`src/rtl/demux2x4_pingpong_pkg.sv`:
```
// Shared constants and types for the ping-pong demultiplexer.
//   WIDTH_DEF : default data word width
//   N_LANES   : number of output lanes (only 2 is supported)
//   CNT_W     : width of the per-lane delivered-word counters
//   lane_t    : lane index type
package demux2x4_pingpong_pkg;

  localparam int unsigned WIDTH_DEF = 4;
  localparam int unsigned N_LANES   = 2;
  localparam int unsigned CNT_W     = 8;

  typedef logic lane_t;

  // Round-robin successor of a lane index.
  function automatic lane_t next_lane(input lane_t cur, input int unsigned nlanes);
    if (cur == lane_t'(nlanes - 1)) begin
      return lane_t'(0);
    end
    return lane_t'(cur + 1'b1);
  endfunction

endpackage

```
`src/rtl/demux2x4_pingpong_if.sv`:
```
// Handshake bundle for the ping-pong demultiplexer.
//   I/I_valid/I_ready           : upstream word offer and acceptance
//   Ok/Ok_valid/Ok_ready (k=0,1): per-lane output words and handshakes
//   sel                         : lane receiving the next accepted word
//   count0/count1               : words delivered per lane, modulo 256
// slave is the demultiplexer's view, master the surrounding logic's view.
interface demux2x4_pingpong_if
  import demux2x4_pingpong_pkg::*;
#(
  parameter int unsigned WIDTH = WIDTH_DEF
);

  logic [WIDTH-1:0] I;
  logic             I_valid;
  logic             I_ready;
  logic [WIDTH-1:0] O0;
  logic [WIDTH-1:0] O1;
  logic             O0_valid;
  logic             O1_valid;
  logic             O0_ready;
  logic             O1_ready;
  lane_t            sel;
  logic [CNT_W-1:0] count0;
  logic [CNT_W-1:0] count1;

  modport slave (
    input  I, I_valid, O0_ready, O1_ready,
    output I_ready, O0, O1, O0_valid, O1_valid, sel, count0, count1
  );

  modport master (
    output I, I_valid, O0_ready, O1_ready,
    input  I_ready, O0, O1, O0_valid, O1_valid, sel, count0, count1
  );

endinterface

```
`src/rtl/demux2x4_pingpong_lane_reg.sv`:
```
// One output lane: a single data register with full flag, plus a counter of
// words handed downstream.
//   clk, rst : clock, asynchronous active-high reset
//   load     : capture din this edge (lane becomes/stays full)
//   din      : word to capture
//   ready    : downstream consumes the held word this edge
//   data     : held word
//   valid    : lane full flag
//   count    : delivered words, wraps at 2**CNT_W
module demux2x4_pingpong_lane_reg
  import demux2x4_pingpong_pkg::*;
#(
  parameter int unsigned WIDTH = WIDTH_DEF
) (
  input  logic             clk,
  input  logic             rst,
  input  logic             load,
  input  logic [WIDTH-1:0] din,
  input  logic             ready,
  output logic [WIDTH-1:0] data,
  output logic             valid,
  output logic [CNT_W-1:0] count
);

  logic xfer;

  assign xfer = valid & ready;

  // A load wins over a drain, so a simultaneous consume-and-refill keeps the
  // lane full with the new word; data is untouched otherwise (stable stall).
  always_ff @(posedge clk or posedge rst) begin
    if (rst) begin
      data  <= '0;
      valid <= 1'b0;
    end else if (load) begin
      data  <= din;
      valid <= 1'b1;
    end else if (xfer) begin
      valid <= 1'b0;
    end
  end

  // Delivered-word counter.
  always_ff @(posedge clk or posedge rst) begin
    if (rst) begin
      count <= '0;
    end else if (xfer) begin
      count <= count + CNT_W'(1);
    end
  end

endmodule

```
`src/rtl/demux2x4_pingpong.sv`:
```
// Round-robin 1-to-2 demultiplexer with one register per lane.
//   CLK, ASYNCRESET : clock, asynchronous active-high reset
//   bus             : handshake bundle (slave view), see demux2x4_pingpong_if
// Accepted words alternate lane 0, lane 1, ... regardless of stalls; I_ready
// follows only the currently selected lane.
module demux2x4_pingpong
  import demux2x4_pingpong_pkg::*;
#(
  parameter int unsigned WIDTH  = WIDTH_DEF,
  parameter int unsigned NLANES = N_LANES
) (
  input  logic                CLK,
  input  logic                ASYNCRESET,
  demux2x4_pingpong_if.slave  bus
);

  logic [NLANES-1:0] full_v;
  logic [NLANES-1:0] ready_v;
  logic              i_ready_c;
  logic              in_xfer;
  lane_t             sel_q;

  assign full_v  = {bus.O1_valid, bus.O0_valid};
  assign ready_v = {bus.O1_ready, bus.O0_ready};

  // Selected lane can take a word when empty or draining this same edge.
  assign i_ready_c   = ~ASYNCRESET & (~full_v[sel_q] | ready_v[sel_q]);
  assign in_xfer     = bus.I_valid & i_ready_c;
  assign bus.I_ready = i_ready_c;
  assign bus.sel     = sel_q;

  // Lane pointer advances on every accepted word and only then.
  always_ff @(posedge CLK or posedge ASYNCRESET) begin
    if (ASYNCRESET) begin
      sel_q <= lane_t'(0);
    end else if (in_xfer) begin
      sel_q <= next_lane(sel_q, NLANES);
    end
  end

  demux2x4_pingpong_lane_reg #(.WIDTH(WIDTH)) u_lane0 (
    .clk   (CLK),
    .rst   (ASYNCRESET),
    .load  (in_xfer & (sel_q == lane_t'(0))),
    .din   (bus.I),
    .ready (bus.O0_ready),
    .data  (bus.O0),
    .valid (bus.O0_valid),
    .count (bus.count0)
  );

  demux2x4_pingpong_lane_reg #(.WIDTH(WIDTH)) u_lane1 (
    .clk   (CLK),
    .rst   (ASYNCRESET),
    .load  (in_xfer & (sel_q == lane_t'(1))),
    .din   (bus.I),
    .ready (bus.O1_ready),
    .data  (bus.O1),
    .valid (bus.O1_valid),
    .count (bus.count1)
  );

endmodule

```
`src/flat_wrapper.sv`:
```
// flat-port wrapper written by rule: the top's interface ports become plain ports
module demux2x4_pingpong_flat import demux2x4_pingpong_pkg::*;
#(
  parameter int unsigned WIDTH  = WIDTH_DEF,
  parameter int unsigned NLANES = N_LANES
)
  (CLK, ASYNCRESET, bus_I, bus_I_valid, bus_O0_ready, bus_O1_ready, bus_I_ready, bus_O0, bus_O1, bus_O0_valid, bus_O1_valid, bus_sel, bus_count0, bus_count1);
  demux2x4_pingpong_if #(.WIDTH(WIDTH)) bus_i ();
  input  logic CLK;
  input  logic ASYNCRESET;
  input wire logic [$bits(bus_i.I)-1:0] bus_I;
  input wire logic [$bits(bus_i.I_valid)-1:0] bus_I_valid;
  input wire logic [$bits(bus_i.O0_ready)-1:0] bus_O0_ready;
  input wire logic [$bits(bus_i.O1_ready)-1:0] bus_O1_ready;
  output wire logic [$bits(bus_i.I_ready)-1:0] bus_I_ready;
  output wire logic [$bits(bus_i.O0)-1:0] bus_O0;
  output wire logic [$bits(bus_i.O1)-1:0] bus_O1;
  output wire logic [$bits(bus_i.O0_valid)-1:0] bus_O0_valid;
  output wire logic [$bits(bus_i.O1_valid)-1:0] bus_O1_valid;
  output wire logic [$bits(bus_i.sel)-1:0] bus_sel;
  output wire logic [$bits(bus_i.count0)-1:0] bus_count0;
  output wire logic [$bits(bus_i.count1)-1:0] bus_count1;
  assign bus_i.I = bus_I;
  assign bus_i.I_valid = bus_I_valid;
  assign bus_i.O0_ready = bus_O0_ready;
  assign bus_i.O1_ready = bus_O1_ready;
  assign bus_I_ready = bus_i.I_ready;
  assign bus_O0 = bus_i.O0;
  assign bus_O1 = bus_i.O1;
  assign bus_O0_valid = bus_i.O0_valid;
  assign bus_O1_valid = bus_i.O1_valid;
  assign bus_sel = bus_i.sel;
  assign bus_count0 = bus_i.count0;
  assign bus_count1 = bus_i.count1;
  demux2x4_pingpong #(.WIDTH(WIDTH), .NLANES(NLANES)) u_core (.CLK(CLK), .ASYNCRESET(ASYNCRESET), .bus(bus_i));
endmodule
```
`config.mk`:
```
export PLATFORM = sky130hd
export DESIGN_NAME = demux2x4_pingpong_flat
export DESIGN_NICKNAME = d
export VERILOG_FILES = /design/src/rtl/demux2x4_pingpong_pkg.sv /design/src/rtl/demux2x4_pingpong_if.sv /design/src/rtl/demux2x4_pingpong_lane_reg.sv /design/src/rtl/demux2x4_pingpong.sv /design/src/flat_wrapper.sv
export SDC_FILE = /design/constraint.sdc
export NUM_CORES = 1
export LEC_CHECK = 0
export BUFFER_PORTS_ARGS = -buffer_cell sky130_fd_sc_hd__clkbuf_2
export CORE_ASPECT_RATIO = 0.9
export CORE_MARGIN = 2
export CORE_UTILIZATION = 44
export CTS_CLUSTER_DIAMETER = 60
export CTS_CLUSTER_SIZE = 30
export DETAILED_ROUTE_END_ITERATION = 16
export PLACE_DENSITY = 0.74
export SYNTH_ARGS = -nofsm -noshare
export SYNTH_HDL_FRONTEND = slang
export SYNTH_HIERARCHICAL = 1
export SYNTH_SLANG_ARGS = --single-unit
```
`constraint.sdc`:
```
create_clock -name CLK -period 1.6 [get_ports CLK]
set_input_delay 0.08 -clock CLK [delete_from_list [all_inputs] [get_ports CLK]]
set_output_delay 0.08 -clock CLK [all_outputs]
set_load 0.05 [all_outputs]
```
==> results.ini, run 1 <==
[status]
status=complete, but fails checks
violations=DRC

[timing]
hold_viol=0
worstMarginPinSlew_ns=0.514
rsz0062_at_grt=no
maxSlewHeadroom_pct=65.7
setup_tns_ns=0
fin_crit_ns=1.53
fmax_ghz=0.655
finClkSkew_ns=0.00790
setup_violations=0
min_period_over_period_pct=95.5
maxSlewViolCount=0

[placed_design]
portBuffers=36
dpl.hpwl_um=1760
gp_congestion=0.779
placed_cell_area_sq_mm=0.00146

[synthesis]
syn_area_sq_mm=0.00119
synthesis.instances=91
synth_area_per_cell_sq_um=13.1
ys_ff_latch=27
seq_area_frac_synth_pct=56.7
yosysTopAreaCellShare_pct=56.7
yosys.area.top_type=dfrtp_1
ys_top_cells_by_area=dfrtp_1 57%, mux2_2 9.5%, xnor2_1 7.4%
yosysWarnings=6
synth_edf_count=0
yosysMostFrequentCell=dfrtp_1
syn-num-nets=102
synth_flop_cell=dfrtp_1
ys_top_cells_by_count=27 x dfrtp_1, 10 x mux2_2, 10 x nand2_1, 10 x xnor2_1, 6 x inv_1
synth_cell_type_count=21
synthArstFlopShare_pct=100

[grt]
grt-ovfl-total=0
grtUsageTotal_pct=16.0
antenna_found_initial=0
grt_pass1_vias=858
grt_max_degree=17
grt_pass1_wl_um=3710

[critical_path]
cp-startpoint=u_core/u_lane1/valid$_DFFE_PP0P_
cp.depth=4
reg2reg_depth=4
critical_path.top_delay_family=simple AND/OR/NAND/NOR gates
crit_path_start_kind=flop
end_kind=flop
crit_slowest_cell=dfrtp_2
worstReg2RegEnd=u_core/u_lane1/data[1]$_DFFE_PP0P_
cp_slowest_stage_delay_ns=0.43
rrSetupSlack_ns=0.07
critical_path_class=flop to flop
endpoint=u_core/u_lane1/data[1]$_DFFE_PP0P_
cp.required_ns=1.82
path_cells=nor2b_4 -> or3b_4 -> nor2_4 -> mux2_2
cp_max_fo=5
r2r-start=u_core/u_lane1/valid$_DFFE_PP0P_
path_buf_inv=0
worstPathArrival_ns=1.75

[power]
pwr_density_cell_mw_per_mm2=1790
ir_drop_uv=1150
leakagePower_nw=0.791

[hold_path]
hp-class=input pin to flop
worstHoldPathCells=3

[floorplanning]
start_util_pct=47.5
num_io_pins=37
dieArea_sq_mm=0.00314
chipWidth_um=58.8
die_h_um=53.4
rows=17
core_sq_mm=0.00251

[clocking]
clock_path_buffers=2
htreeDepth=1
cts_root_buffer=clkbuf_4
clk-insertion-delay-late_ns=0.32
clk_pin_slew_worst_paths_ns=0.14
cts.sinks=27
numCtsBuffers=3
cts_tree=built

[routing]
vias_per_cell=4.99
post_drt_wl_per_cell_um=13.7
antenna_left=0
num_vias=834
drt-initial-drc-count=16
route.detailed.drc=1
dr.pass1.iters=10
wl_um=2280

[flow_run]
max_cap_violations=0

[final_layout]
antennaDiodeCount=0
register_area_sq_um=678
stdcell_area_sq_mm=0.00154
fin_util_pct=61.4
post_route_cells_drive_above_1_share_pct=51.1
multi_input_area_sq_um=517
final_nets=151
fillCellCount=212
syn2layout_area_growth_pct=29.4

## tightest hold or removal path, delay by kind of cell
| family | cells | cell delay (ns) |
|---|---|---|
| AOI/OAI and AO/OA | 1 | 0.10 |
| buffers and inverters | 2 | 0.20 |
## cells in the final DEF, fill, tap and decap left out, drive strengths merged
master       count
a211oi           1
a21o             3
and2             1
and3             2
and4             2
buf              4
clkbuf          38
clkinvlp         1
dfrtp           27
dlygate4sd3      5
ha               2
inv              6
mux2            10
nand2           10
nand3            2
nand4            2
nor2             3
nor2b            2
nor3             2
nor4b            1
or3b             1
xnor2           10
xor2             4
## metrics by stage
stage | std cells | total power [W] | worst slack [ns] | hold slack, ns
6_report | 167 | 0.00275 | 0.0728 | 0.0921
5_1_grt | 167 | 0.00289 | 0.0163 | 0.0684
4_1_cts | 167 | 0.00279 | 0.00175 | 0.0686
3_5_place_dp | 158 | 0.00248 | 0.0611 | -0.00218
3_3_place_gp | 158 | 0.00243 | 0.0822 | -0.0128
2_1_floorplan | 91 | 0.00213 | -0.0896 | -0.191
## report_power, final
group	internal, W	switching, W	leakage, nW
Sequential	0.000891	0.000187	0.340
Clock	0.0000954	0.000192	0.0139
Combinational	0.000382	0.00101	0.437
## timing repair
| action | in CTS | in global routing |
|---|---|---|
| hold buffers | 5 | 0 |
| resized for setup | 1 | 2 |
| pin swaps | 0 | 2 |
| gates cloned | 0 | 0 |
| buffers inserted | 0 | 0 |
| endpoints found under the hold margin | 33 | 0 |
| endpoints found under the setup margin | 1 | 2 |
## registers in the layout (all words and copies together) (netlist names)
| register | cells |
|---|---|
| u_core/u_lane1/data | 4 |
| u_core/u_lane0/count | 8 |
| u_core/u_lane1/valid | 1 |
| u_core/u_lane0/valid | 1 |
| u_core/u_lane0/data | 4 |
| u_core/bus.sel | 1 |
| u_core/u_lane1/count | 8 |
## cell type report
cell class	instances	share of cell area, %
clock buffers	3	1.46
repair buffers	44	16.8
flip-flops and latches	27	44.0
multi-input cells	58	33.5
inverters	6	1.46
well taps	28	2.27
clock inverters	1	0.487
## worst min-delay path by stage
stage,startpoint,endpoint
finish,bus_O0_ready,u_core/u_lane0/valid$_DFFE_PP0P_
global route,bus_O0_ready,u_core/u_lane0/valid$_DFFE_PP0P_
CTS,bus_O0_ready,u_core/u_lane0/valid$_DFFE_PP0P_
detailed placement,ASYNCRESET,u_core/bus.sel$_DFFE_PP0P_
global placement,ASYNCRESET,u_core/bus.sel$_DFFE_PP0P_
floorplan,ASYNCRESET,u_core/bus.sel$_DFFE_PP0P_
## routing by layer
metal	global-route usage, %	vias to the layer above	part of all wire [%]
met1	18.3	412	42
met5	0	-	0
li1	-	401	-
met3	2.69	4	3.5
met4	7.58	0	1.2
met2	28.9	17	53
## cells by family (layout without fill, tap and decap cells)
| group | after synthesis | after routing | share of synthesized area (%) |
|---|---|---|---|
| flip-flops | 27 | 27 | 56.7 |
| multiplexers | 10 | 10 | 9.45 |
| buffers and inverters | 6 | 54 | 1.89 |
| AND/OR/NAND/NOR | 28 | 28 | 16.8 |
| adder cells (fa/ha/maj) | 2 | 2 | 2.10 |
| AO/OA/AOI/OAI | 4 | 4 | 2.73 |
| XOR/XNOR | 14 | 14 | 10.3 |
Power figures use the tool's default switching activity.
==> run 2, diff against run 1 <==
Settings changed: PLACE_DENSITY 0.74 to 0.78.
==> results.ini, run 2 (synthesis gave the netlist of run 1 again) <==
[final_layout]
syn2layout_area_growth_pct=29.7  ; was 29.4%
top_regs=u_core/u_lane0/count x8, u_core/u_lane1/count x8  ; unchanged
antennaDiodeCount=0  ; unchanged
mostFrequentLayoutCells=35 x clkbuf_2, 25 x dfrtp_1, 10 x nand2_1, 10 x xnor2_1, 10 x mux2_2  ; unchanged
post_route_cells_drive_above_1_share_pct=51.4  ; was 51.1%
final_common_cell=clkbuf_2  ; unchanged
final_nets=150  ; was 151

[floorplanning]
die_h_um=53.4  ; unchanged
dieArea_sq_mm=0.00314  ; unchanged
num_io_pins=37  ; unchanged
rows=17  ; unchanged
chipWidth_um=58.8  ; unchanged
core_sq_mm=0.00251  ; unchanged
start_util_pct=47.5  ; unchanged

[clocking]
clk-insertion-delay-late_ns=0.33  ; was 0.32 ns
numCtsBuffers=3  ; unchanged
cts.sinks=27  ; unchanged
cts_tree=built  ; unchanged
clk_pin_slew_worst_paths_ns=0.15  ; was 0.14 ns
clock_path_buffers=2  ; unchanged
htreeDepth=1  ; unchanged
post_cts_buffers=0  ; unchanged
cts_root_buffer=clkbuf_4  ; unchanged

[routing]
route.detailed.drc=3  ; was 1
wl_um=2190  ; was 2280 um
vias_per_cell=4.90  ; was 4.99
num_vias=813  ; was 834
dr.pass1.iters=9  ; was 10
drt-initial-drc-count=31  ; was 16
post_drt_wl_per_cell_um=13.2  ; was 13.7 um
antenna_left=0  ; unchanged

[timing]
fin_crit_ns=1.52  ; was 1.53 ns
maxSlewViolCount=0  ; unchanged
maxSlewHeadroom_pct=67.9  ; was 65.7%
fmax_ghz=0.656  ; was 0.655 GHz
finClkSkew_ns=0.00574  ; was 0.00790 ns
setup_tns_ns=0  ; unchanged
hold_viol=0  ; unchanged
worstMarginPinSlew_ns=0.481  ; was 0.514 ns
min_period_over_period_pct=95.3  ; was 95.5%
setup_violations=0  ; unchanged
rsz0062_at_grt=no  ; unchanged

[power]
pwr_density_cell_mw_per_mm2=1790  ; about the same
ir_drop_uv=1410  ; was 1150 uV
power_w=0.00276  ; was 0.00275 W
leakagePower_nw=0.790  ; was 0.791 nW

[status]
violations=DRC  ; unchanged
status=complete, but fails checks  ; unchanged

[hold_path]
hp-class=input pin to flop  ; unchanged

[placed_design]
dpl.hpwl_um=1690  ; was 1760 um
gp_congestion=0.744  ; was 0.779
portBuffers=36  ; unchanged

[grt]
grt_max_degree=17  ; unchanged
grt_pass1_wl_um=3430  ; was 3710 um
grt-ovfl-total=0  ; unchanged
grtUsageTotal_pct=15.4  ; was 16.0%
grt_pass1_vias=762  ; was 858
antenna_found_initial=0  ; unchanged

[flow_run]
max_cap_violations=0  ; unchanged

[critical_path]
crit_path_start_kind=flop  ; unchanged
end_kind=flop  ; unchanged
critical_path_class=flop to flop  ; unchanged
worstPathArrival_ns=1.77  ; was 1.75 ns
cp.required_ns=1.84  ; was 1.82 ns
cp_max_fo=5  ; unchanged

==> run 2: final cells by class <==
type,instances,area [sq um]
Fill cell,219,965
Inverter,6,22.5
Multi-Input combinational cell,58,526
Sequential cell,27,678
Tap cell,28,35.0
Clock inverter,1,7.51
Clock buffer,3,22.5
Timing Repair Buffer,43,254
==> run 2: final timing paths <==
kind                                                     start                             endpoint  slack, ns  depth (start not counted)
max                           u_core/u_lane1/valid$_DFFE_PP0P_   u_core/u_lane1/data[1]$_DFFE_PP0P_       0.08                          4
min reg2reg                u_core/u_lane1/count[7]$_DFFE_PP0P_  u_core/u_lane1/count[7]$_DFFE_PP0P_       0.49                          1
min                                               bus_O0_ready     u_core/u_lane0/valid$_DFFE_PP0P_       0.08                          3
max reg2reg                   u_core/u_lane1/valid$_DFFE_PP0P_   u_core/u_lane1/data[1]$_DFFE_PP0P_       0.08                          4
max in group asynchronous                           ASYNCRESET     u_core/u_lane1/valid$_DFFE_PP0P_       0.89                          3
min in group asynchronous                           ASYNCRESET           u_core/bus.sel$_DFFE_PP0P_       0.18                          3
==> run 2: repair_timing <==
item                                    in CTS  in global routing
pin swaps                                    1                  1
resized for setup                            2                  3
hold buffers                                 5                  0
hold endpoints to repair                    35                  0
endpoints found under the setup margin       1                  4
==> run 2: critical path: stages (launching register included) <==
cell and delay, ns:
dfrtp_2 0.43, nor2b_4 0.12, or3b_4 0.39, nor2_4 0.15
mux2_2 0.35
==> run 2: report_power, final <==
part           internal, W  switching [W]
Clock            0.0000959       0.000209
Combinational     0.000377       0.000994
Sequential        0.000891       0.000195
Total              0.00136        0.00140
==> run 2: metrics by stage <==
step	util [%]	hold slack, ns	cells	setup WS, ns	area, sq um
floorplan	-	-0.191	91	-0.0896	1220
global placement	57.7	-0.00860	157	0.0855	1450
detailed placement	57.7	-0.00615	157	0.0579	1450
CTS	61.2	0.0364	166	0.0383	1540
global route	61.6	0.0580	166	0.00965	1550
finish	61.6	0.0798	166	0.0753	1550
==> run 2: per-layer routing <==
metal	global-route usage, %	part of all wire, %
met3	5.13	6.9
met1	17.8	42
met4	4.55	0.87
met5	0	0
met2	26.9	50
==> run 3, diff against run 2 <==
Settings changed: CORE_UTILIZATION 44 to 40, PLACE_DENSITY 0.78 to 0.72, SKIP_CTS_REPAIR_TIMING set to 1.
==> results.ini, run 3 (synthesis gave the netlist of run 1 again) <==
[critical_path]
end_kind=flop  ; unchanged
cp.required_ns=1.82  ; was 1.84 ns
crit_path_start_kind=flop  ; unchanged
r2r-start=u_core/u_lane1/valid$_DFFE_PP0P_  ; unchanged
cp_max_fo=5  ; unchanged
cp-startpoint=u_core/u_lane1/valid$_DFFE_PP0P_  ; unchanged
worstPathArrival_ns=1.76  ; was 1.77 ns
critical_path_class=flop to flop  ; unchanged

[floorplanning]
die_h_um=55.8  ; was 53.4 um
core_sq_mm=0.00279  ; was 0.00251 sq mm
num_io_pins=37  ; unchanged
rows=18  ; was 17
start_util_pct=42.7  ; was 47.5%
chipWidth_um=61.5  ; was 58.8 um
dieArea_sq_mm=0.00343  ; was 0.00314 sq mm

[clocking]
clk_pin_slew_worst_paths_ns=0.14  ; was 0.15 ns
cts.sinks=27  ; unchanged
clock_path_buffers=2  ; unchanged
htreeDepth=1  ; unchanged
cts_tree=built  ; unchanged
numCtsBuffers=3  ; unchanged
cts_root_buffer=clkbuf_4  ; unchanged
clk-insertion-delay-late_ns=0.32  ; was 0.33 ns

[timing]
rsz0062_at_grt=no  ; unchanged
maxSlewHeadroom_pct=68.2  ; was 67.9%
fmax_ghz=0.653  ; was 0.656 GHz
maxSlewViolCount=0  ; unchanged
min_period_over_period_pct=95.8  ; was 95.3%
worstMarginPinSlew_ns=0.476  ; was 0.481 ns
fin_crit_ns=1.53  ; was 1.52 ns
setup_violations=0  ; unchanged
finClkSkew_ns=0.00620  ; was 0.00574 ns
hold_viol=0  ; unchanged

[final_layout]
top_regs=u_core/u_lane0/count x8, u_core/u_lane1/count x8  ; unchanged
syn2layout_area_growth_pct=27.9  ; was 29.7%
fin_util_pct=54.6  ; was 61.6%
fillCellCount=277  ; was 219
mostFrequentLayoutCells=35 x clkbuf_2, 25 x dfrtp_1, 10 x nand2_1, 10 x xnor2_1, 10 x mux2_2  ; unchanged
post_route_cells_drive_above_1_share_pct=52.2  ; was 51.4%
antennaDiodeCount=0  ; unchanged
final_nets=148  ; was 150
final_common_cell=clkbuf_2  ; unchanged

[grt]
grt_pass1_vias=744  ; was 762
antenna_found_initial=0  ; unchanged
grtUsageTotal_pct=12.4  ; was 15.4%
grt_pass1_wl_um=3240  ; was 3430 um
grt-ovfl-total=0  ; unchanged
grt_max_degree=16  ; was 17

[routing]
num_vias=809  ; was 813
post_drt_wl_per_cell_um=11.8  ; was 13.2 um
drt-initial-drc-count=14  ; was 31
wl_um=2070  ; was 2190 um
dr.pass1.iters=2  ; was 9
route.detailed.drc=0  ; was 3
antenna_left=0  ; unchanged
vias_per_cell=4.60  ; was 4.90

[power]
power_w=0.00273  ; was 0.00276 W
leakagePower_nw=0.782  ; was 0.790 nW
ir_drop_uv=1280  ; was 1410 uV
pwr_density_cell_mw_per_mm2=1790  ; about the same

[placed_design]
dpl.hpwl_um=1650  ; was 1690 um
portBuffers=36  ; unchanged
gp_congestion=0.782  ; was 0.744

[flow_run]
max_cap_violations=0  ; unchanged

[hold_path]
hp-class=input pin to flop  ; unchanged
hold_start=bus_I[2]  ; was bus_O0_ready

[status]
status=complete, no violations  ; was complete, but fails checks

## run 3: power breakdown
group	switching (W)	internal (W)
clock	0.000192	0.0000936
combinational	0.000997	0.000375
sequential	0.000185	0.000891
total	0.00137	0.00136
## run 3: final timing paths
| kind | to | slack (ns) | cells past startpoint |
|---|---|---|---|
| min in group asynchronous | u_core/bus.sel$_DFFE_PP0P_ | 0.19 | 3 |
| max | u_core/u_lane1/data[1]$_DFFE_PP0P_ | 0.07 | 4 |
| min reg2reg | u_core/u_lane1/count[7]$_DFFE_PP0P_ | 0.48 | 1 |
| max reg2reg | u_core/u_lane1/data[1]$_DFFE_PP0P_ | 0.07 | 4 |
| max in group asynchronous | u_core/u_lane1/valid$_DFFE_PP0P_ | 0.89 | 3 |
| min | u_core/u_lane1/data[2]$_DFFE_PP0P_ | 0.01 | 2 |
## run 3: critical path, cell delays in order (launching register included)
cell	delay [ns]
dfrtp_2	0.43
nor2b_4	0.12
or3b_4	0.39
nor2_4	0.15
mux2_2	0.35
## run 3: final cells by class
| type | count | area [sq um] | area share (%) |
|---|---|---|---|
| Sequential cell | 27 | 678 | 44.5 |
| Multi-Input combinational cell | 58 | 517 | 33.9 |
| Timing Repair Buffer | 41 | 229 | 15.0 |
| Tap cell | 40 | 50.0 | 3.28 |
| Clock buffer | 3 | 22.5 | 1.48 |
| Inverter | 6 | 22.5 | 1.48 |
| Clock inverter | 1 | 5.00 | 0.328 |
## run 3: metrics by stage
stage	TNS (ns)	worst slack [ns]	hold slack, ns	std cells	instance area [sq um]
finish	0	0.0675	0.0110	176	1520
global route	0	0.00847	0.00423	176	1520
CTS	-0.0300	-0.0300	-0.366	174	1500
detailed placement	0	0.0533	-0.00618	170	1470
global placement	0	0.0840	-0.00854	170	1470
floorplan	-0.412	-0.0896	-0.191	91	1220
## run 3: metal layers
metal / vias to the layer above / GRT usage, % / routed length [um]
met5: - / 0 / 0
met4: 0 / 0.912 / 0
met3: 0 / 5.12 / 162
met2: 27 / 19.5 / 960
met1: 387 / 16.6 / 950
li1: 395 / - / -
